$ cat src/rtl/reg_scoreboard.sv
// Register scoreboard: tracks pending register writes and raises ID-stage stalls.
// Optional macro SCOREBOARD_FWD_EN: when defined, only a load-use at age 0 stalls; otherwise any hit stalls.
module reg_scoreboard (
  input  logic        clk,
  input  logic        reset,
  input  logic        issue_valid,
  input  logic [4:0]  issue_rd,
  input  logic        issue_reg_write,
  input  logic        issue_mem_read,
  input  logic [4:0]  rs1_ID,
  input  logic [4:0]  rs2_ID,
  input  logic        use_rs1,
  input  logic        use_rs2,
  input  logic        wb_valid,
  input  logic [4:0]  wb_rd,
  output logic        PCwrite,
  output logic        IF_ID_write,
  output logic        is_hazard,
  output logic [31:0] busy_vec,
  output logic        wb_err
);

  logic [31:0]      busy_q, busy_d;
  logic [31:0]      load_q, load_d;
  logic [31:0][1:0] age_q, age_d;
  logic             wb_err_d;

  logic issue_acc;
  logic wb_act;
  logic wb_err_set;
  logic hit1, hit2;
  logic stall1, stall2;

  // Source hits: x0 is never busy, but the explicit check keeps it out of the path.
  assign hit1 = use_rs1 && (rs1_ID != 5'd0) && busy_q[rs1_ID];
  assign hit2 = use_rs2 && (rs2_ID != 5'd0) && busy_q[rs2_ID];

`ifdef SCOREBOARD_FWD_EN
  assign stall1 = hit1 && load_q[rs1_ID] && (age_q[rs1_ID] == 2'd0);
  assign stall2 = hit2 && load_q[rs2_ID] && (age_q[rs2_ID] == 2'd0);
`else
  assign stall1 = hit1;
  assign stall2 = hit2;
`endif

  assign is_hazard   = stall1 || stall2;
  assign PCwrite     = ~is_hazard;
  assign IF_ID_write = ~is_hazard;
  assign busy_vec    = busy_q;

  assign issue_acc  = issue_valid && !is_hazard && issue_reg_write && (issue_rd != 5'd0);
  assign wb_act     = wb_valid && (wb_rd != 5'd0);
  assign wb_err_set = wb_act && !busy_q[wb_rd] && !(issue_acc && (issue_rd == wb_rd));

  always_comb begin
    busy_d   = busy_q;
    load_d   = load_q;
    age_d    = age_q;
    wb_err_d = wb_err || wb_err_set;
    for (int r = 1; r < 32; r++) begin
      if (issue_acc && (issue_rd == 5'(r))) begin
        // Issue wins over a same-cycle writeback to the same register.
        busy_d[r] = 1'b1;
        load_d[r] = issue_mem_read;
        age_d[r]  = 2'd0;
      end else if (wb_act && (wb_rd == 5'(r))) begin
        busy_d[r] = 1'b0;
        load_d[r] = 1'b0;
        age_d[r]  = 2'd0;
      end else if (busy_q[r] && (age_q[r] != 2'd3)) begin
        age_d[r] = age_q[r] + 2'd1;
      end
    end
    busy_d[0] = 1'b0;
    load_d[0] = 1'b0;
    age_d[0]  = 2'd0;
  end

  always_ff @(posedge clk or negedge reset) begin
    if (!reset) begin
      busy_q <= '0;
      load_q <= '0;
      age_q  <= '0;
      wb_err <= 1'b0;
    end else begin
      busy_q <= busy_d;
      load_q <= load_d;
      age_q  <= age_d;
      wb_err <= wb_err_d;
    end
  end

endmodule

$ cat config.mk
export PLATFORM = sky130hd
export DESIGN_NAME = reg_scoreboard
export DESIGN_NICKNAME = d
export VERILOG_FILES = /design/src/rtl/reg_scoreboard.sv
export SDC_FILE = /design/constraint.sdc
export NUM_CORES = 1
export LEC_CHECK = 0
export ABC_AREA = 0
export BUFFER_PORTS_ARGS = -buffer_cell sky130_fd_sc_hd__buf_2
export CAP_MARGIN = 20
export CORE_UTILIZATION = 55
export DETAILED_ROUTE_END_ITERATION = 7
export PLACE_DENSITY = 0.79
export SYNTH_ARGS = -nofsm -noshare
export SYNTH_HDL_FRONTEND = slang
export SYNTH_SLANG_ARGS = --single-unit
$ cat constraint.sdc
create_clock -name clk -period 4.1 [get_ports clk]
set_input_delay 0.205 -clock clk [delete_from_list [all_inputs] [get_ports clk]]
set_output_delay 0.205 -clock clk [all_outputs]
set_load 0.03 [all_outputs]
== After elaboration in Yosys (flattened, before gate mapping) ==
Cells that the tools add are included.
Word-level totals
  word-level logic and storage cells: 280
  register bits after elaboration: 32
  bits of input ports: 28
Operators by class
  reductions and logical operators: 113
  bitwise operators: 1
  magnitude comparators: 3
  equality and inequality tests: 63
  muxes and demuxes: 68
Operators by type and width (number)
  == test 5 bit, second input constant: 32
  == test 5 x 4 -> 1 bit, second input constant: 16
  logical AND 1 bit: 73
  two-way mux 1 bit: 65
  nonzero test 2 bit: 31
  == test 5 x 3 -> 1 bit, second input constant: 8
  == test 5 x 2 -> 1 bit, second input constant: 4
  nonzero test 5 bit: 4
  < comparator 5 x 6 -> 1 bit, second input constant: 3
  binary-select mux 1 bit (select 5 bit): 3
  == test 5 x 1 -> 1 bit, second input constant: 2
  == test 5 bit: 1
  zero test 1 bit: 3
  logical OR 1 bit: 2
  inverter 1 bit: 1

== Depth between registers and ports, before layout ==
  word-level depth: 12
  depth in mapped cells: 9
  gate-level depth less buffers: 5

== Least setup slack after synthesis ==
Ideal clock, no wire load.
  path kind: reg2out
  start: reg busy_q[11] (netlist: busy_vec[11])
  end: out PCwrite
  arrival time: 2.553 ns
  buffers on the path: 3
  data required time: 3.895 ns
  path slack: 1.342 ns
  stages on the path, launching flop included: 9
  cell sequence: dfrtp_1 -> mux4_1 -> nor2_1 -> a311oi_1 -> o41a_1 -> buf_6 -> buf_2 -> nor2_1 -> buf_4
On the way
  word-level cells in the longest chain between the ends: 5
  elaborated cells between the ends (all ways): 8
Ends and longest elaborated chain
  start: declaration: RTL line 23  | logic [31:0] busy_q, busy_d;
  start signal: assignment: RTL line 86  | busy_q <= busy_d;
  binary-select mux 1 bit (select 5 bit), on equally long branches: RTL line 35, 36
  two-way mux 1 bit, on equally long branches: RTL line 35, 36
  logical AND 1 bit, on equally long branches: RTL line 35, 36
  logical OR 1 bit (*): RTL line 46  | assign is_hazard = stall1 || stall2;
  inverter 1 bit (*)
  end: declaration: RTL line 16  | output logic PCwrite,
Every way passes the cells marked *; elsewhere a longest branch is shown, timed or not. The select of a mux whose other input is x is not followed.

== Worst setup path after layout ==
  start: reg busy_q[7] (netlist: busy_vec[7])
  end: out is_hazard
On the way
  word-level cells in the longest chain between the ends: 4
  elaborated cells between the ends (all ways): 7
Ends and longest elaborated chain
  binary-select mux 1 bit (select 5 bit), on equally long branches: RTL line 35, 36
  two-way mux 1 bit, on equally long branches: RTL line 35, 36
  logical AND 1 bit, on equally long branches: RTL line 35, 36
  logical OR 1 bit (*): RTL line 46
  end: declaration: RTL line 18  | output logic is_hazard,
Marked as above.

==> impl_metrics.tcl <==
set metrics [dict create \
    seqCellArea_um2 801 \
    synth_top_area_share_pct 30.1 \
    r2r_start "busy_vec[7]" \
    antenna_cells 0 \
    hold_viol 32 \
    synth_edf_count 0 \
    cts_tree "yes" \
    port_buffers 61 \
    synth_top_cell_by_area "dfrtp_1" \
    cts_resized 0 \
    clock-skew-final_ns 0.00437 \
    critPathLaunchType "flop" \
    synth_nets 306 \
    min_path_type "primary input to asynchronous set/reset pin" \
    outcome "complete, but fails checks" \
    dp_hpwl_um 5680 \
    drv_slew 0 \
    grt_pass1_vias 2419 \
    die_x_um 71.6 \
    rsz0062_at_grt "false" \
    synthTopCellsByArea "dfrtp_1 (30%), mux4_2 (10%), mux2i_1 (7.5%), o21ai_0 (5.8%), o41ai_2 (5.5%)" \
    cts_inserted_buffers 5 \
    area_delta_synth_final_pct 12.5 \
    num_vias 2606 \
    post_cts_buffers 0 \
    route.detailed.drc 0 \
    synth_flop_cell "dfrtp_1" \
    finalCritPeriodShare_pct 68.6 \
    layout.nets 351 \
    drtIter0Drc 250 \
    place.gp.congestion 0.945 \
    num_rows 24 \
    powerDensity_nw_per_um2 384 \
    synthTopCellsByCount "dfrtp_1 (32), nand2_1 (32), o21ai_0 (31)" \
    arrival_ns 2.61 \
    synthDistinctLibCells 49 \
    clkLatencyLatePin_ns 0.28 \
    drt-total-wl_um 7670 \
    p_leak_nw 1.28 \
    coreArea_um2 4500 \
    clock.fmax_mhz 356 \
    finalPower_mw 1.15 \
    cp-end-kind "primary output" \
    synthArstFlopShare_pct 100 \
    cts.sinks 32 \
    grt_pass1_wl_um 12400 \
    drtPass1Iterations 5 \
    wl_per_cell_um 20.4 \
    worst_slew_pin_slew_ns 0.724 \
    clk_pin_slew_worst_paths_ns 0.06 \
    drive_gt1_share_pct 31.2 \
    die_y_um 71.6 \
    vias_per_cell 6.93 \
    avgSynthCellArea_um2 9.58 \
    ios 64 \
    synth_seq_cells 32 \
    synth_warnings 0 \
    rr_worst_depth 6 \
    regToRegEndpoint "busy_vec[12]" \
    startpoint "busy_vec[7]" \
    start_util_pct 59.1 \
    maxCapViolations 0 \
    period_needed_ns 2.81 \
    syn-cell-area_um2 2660 \
    antenna_left 0 \
    slew_headroom_pct 51.7 \
    grt_max_degree 35 \
    report.final.setup_viol 0 \
    grt_usage_pct 31.6 \
    fin_setup_tns_ns 0 \
    multi_input_area_um2 1710 \
    required_ns 3.89 \
    ir_worst_vdd_mv 0.276 \
    cts_max_path_buffers 2 \
    htreeDepth 2 \
    syn-instance-count 278 \
    hold_buffers 0 \
    worstSetupPathType "flop to primary output" \
    fp.dieArea_um2 5120 \
    hold_ws_ns -0.0187 \
    overflow 0 \
    violations "negative hold slack" \
    worstPathMaxFanout 18 \
    crit_end "is_hazard" \
    fill_cells 369 \
    ys_seq_area_share_pct 30.1 \
    root_buffer "clkbuf_8" \
    antenna_found_initial 0 \
    r2r_setup_slack_ns 1.49 \
]
==> worst max-delay path, cell delays in order, from the launching register on <==
cell,delay [ns]
dfrtp_1,0.46
mux4_2,0.49
nand2_1,0.08
a21oi_1,0.06
o41a_1,0.67
or2_2,0.39
buf_2,0.18
==> final cells by class <==
| class | count | area share, % |
|---|---|---|
| clock buffers | 8 | 3.01 |
| inverters | 3 | 0.376 |
| multi-input cells | 218 | 57.0 |
| flip-flops and latches | 32 | 26.7 |
| well taps | 52 | 2.17 |
| repair buffers | 63 | 10.7 |
==> report_power, final <==
group,switching (mW),internal [mW],total [mW],leakage [nW]
sequential,0.0820,0.369,0.451,0.419
clock,0.109,0.137,0.246,0.0455
combinational,0.283,0.171,0.454,0.819
==> how the worst min path moves through the flow <==
stage | start | slack [ns] | to | cells after the start
after floorplan | reset | -0.09 | busy_vec[10] | 0
after global placement | reset | 0.28 | busy_vec[3] | 1
after detailed placement | reset | 0.31 | busy_vec[2] | 1
after CTS | reset | 0.01 | busy_vec[2] | 1
after global routing | reset | 0.05 | busy_vec[13] | 1
final | reset | -0.02 | busy_vec[2] | 1
==> state kept, by name, summed over array words and instances, names as in the netlist <==
| register | flops |
|---|---|
| busy_vec | 31 |
| wb_err | 1 |
==> cells in the final DEF (no fill, tap or decap), types with 2 or more instances in the layout <==
cell / Yosys / routed
o31ai_1: 19 / 19
nand2b_1: 3 / 3
or3b_2: 2 / 2
nand3_1: 12 / 12
o41a_1: 2 / 2
and2_1: 2 / 2
nor3b_1: 5 / 5
mux4_2: 12 / 12
nand4_1: 4 / 4
dfrtp_1: 32 / 32
or3_1: 4 / 4
a21oi_1: 6 / 6
nor2_1: 10 / 10
buf_2: 9 / 61
or2_2: 4 / 4
a2111oi_0: 2 / 2
buf_4: 2 / 2
clkbuf_1: 11 / 2
nand2_1: 32 / 32
xnor2_1: 3 / 3
inv_1: 3 / 3
clkbuf_8: 0 / 6
o41ai_1: 3 / 3
a211oi_1: 2 / 2
nor2b_1: 6 / 6
mux2i_1: 20 / 20
o41ai_2: 9 / 9
o21ai_0: 31 / 31
nor3_1: 4 / 4
a22oi_1: 3 / 3
==> per-layer routing <==
layer / GRT usage (%) / part of all wire, %
met1: 45.9 / 41
met4: 9.59 / 1.2
met5: 0 / 0
met3: 4.78 / 11
met2: 49.5 / 48
==> stage by stage <==
step                utilization (%)  hold WS, ns  std cells  cell area, µm²  setup slack (ns)
floorplan                         -      -0.0906        278            2660              1.34
CTS                            66.5       0.0124        376            2990              1.31
finish                         66.5      -0.0187        376            2990              1.29
detailed placement             64.5        0.305        368            2900              1.37
global placement               64.5        0.283        368            2900              1.38
global route                   66.5       0.0489        376            2990              1.20
==> cells by family (layout without fill, tap and decap cells) <==
group	Yosys count	after routing	share of synthesized area (%)
buffers and inverters	28	74	5.83
XOR/XNOR	4	4	1.32
other	1	1	0.141
flip-flops	32	32	30.1
AO/OA/AOI/OAI	85	85	25.2
AND/OR/NAND/NOR	93	93	17.8
multiplexers	35	35	19.6
No activity file was read; power rests on OpenSTA's default activity.
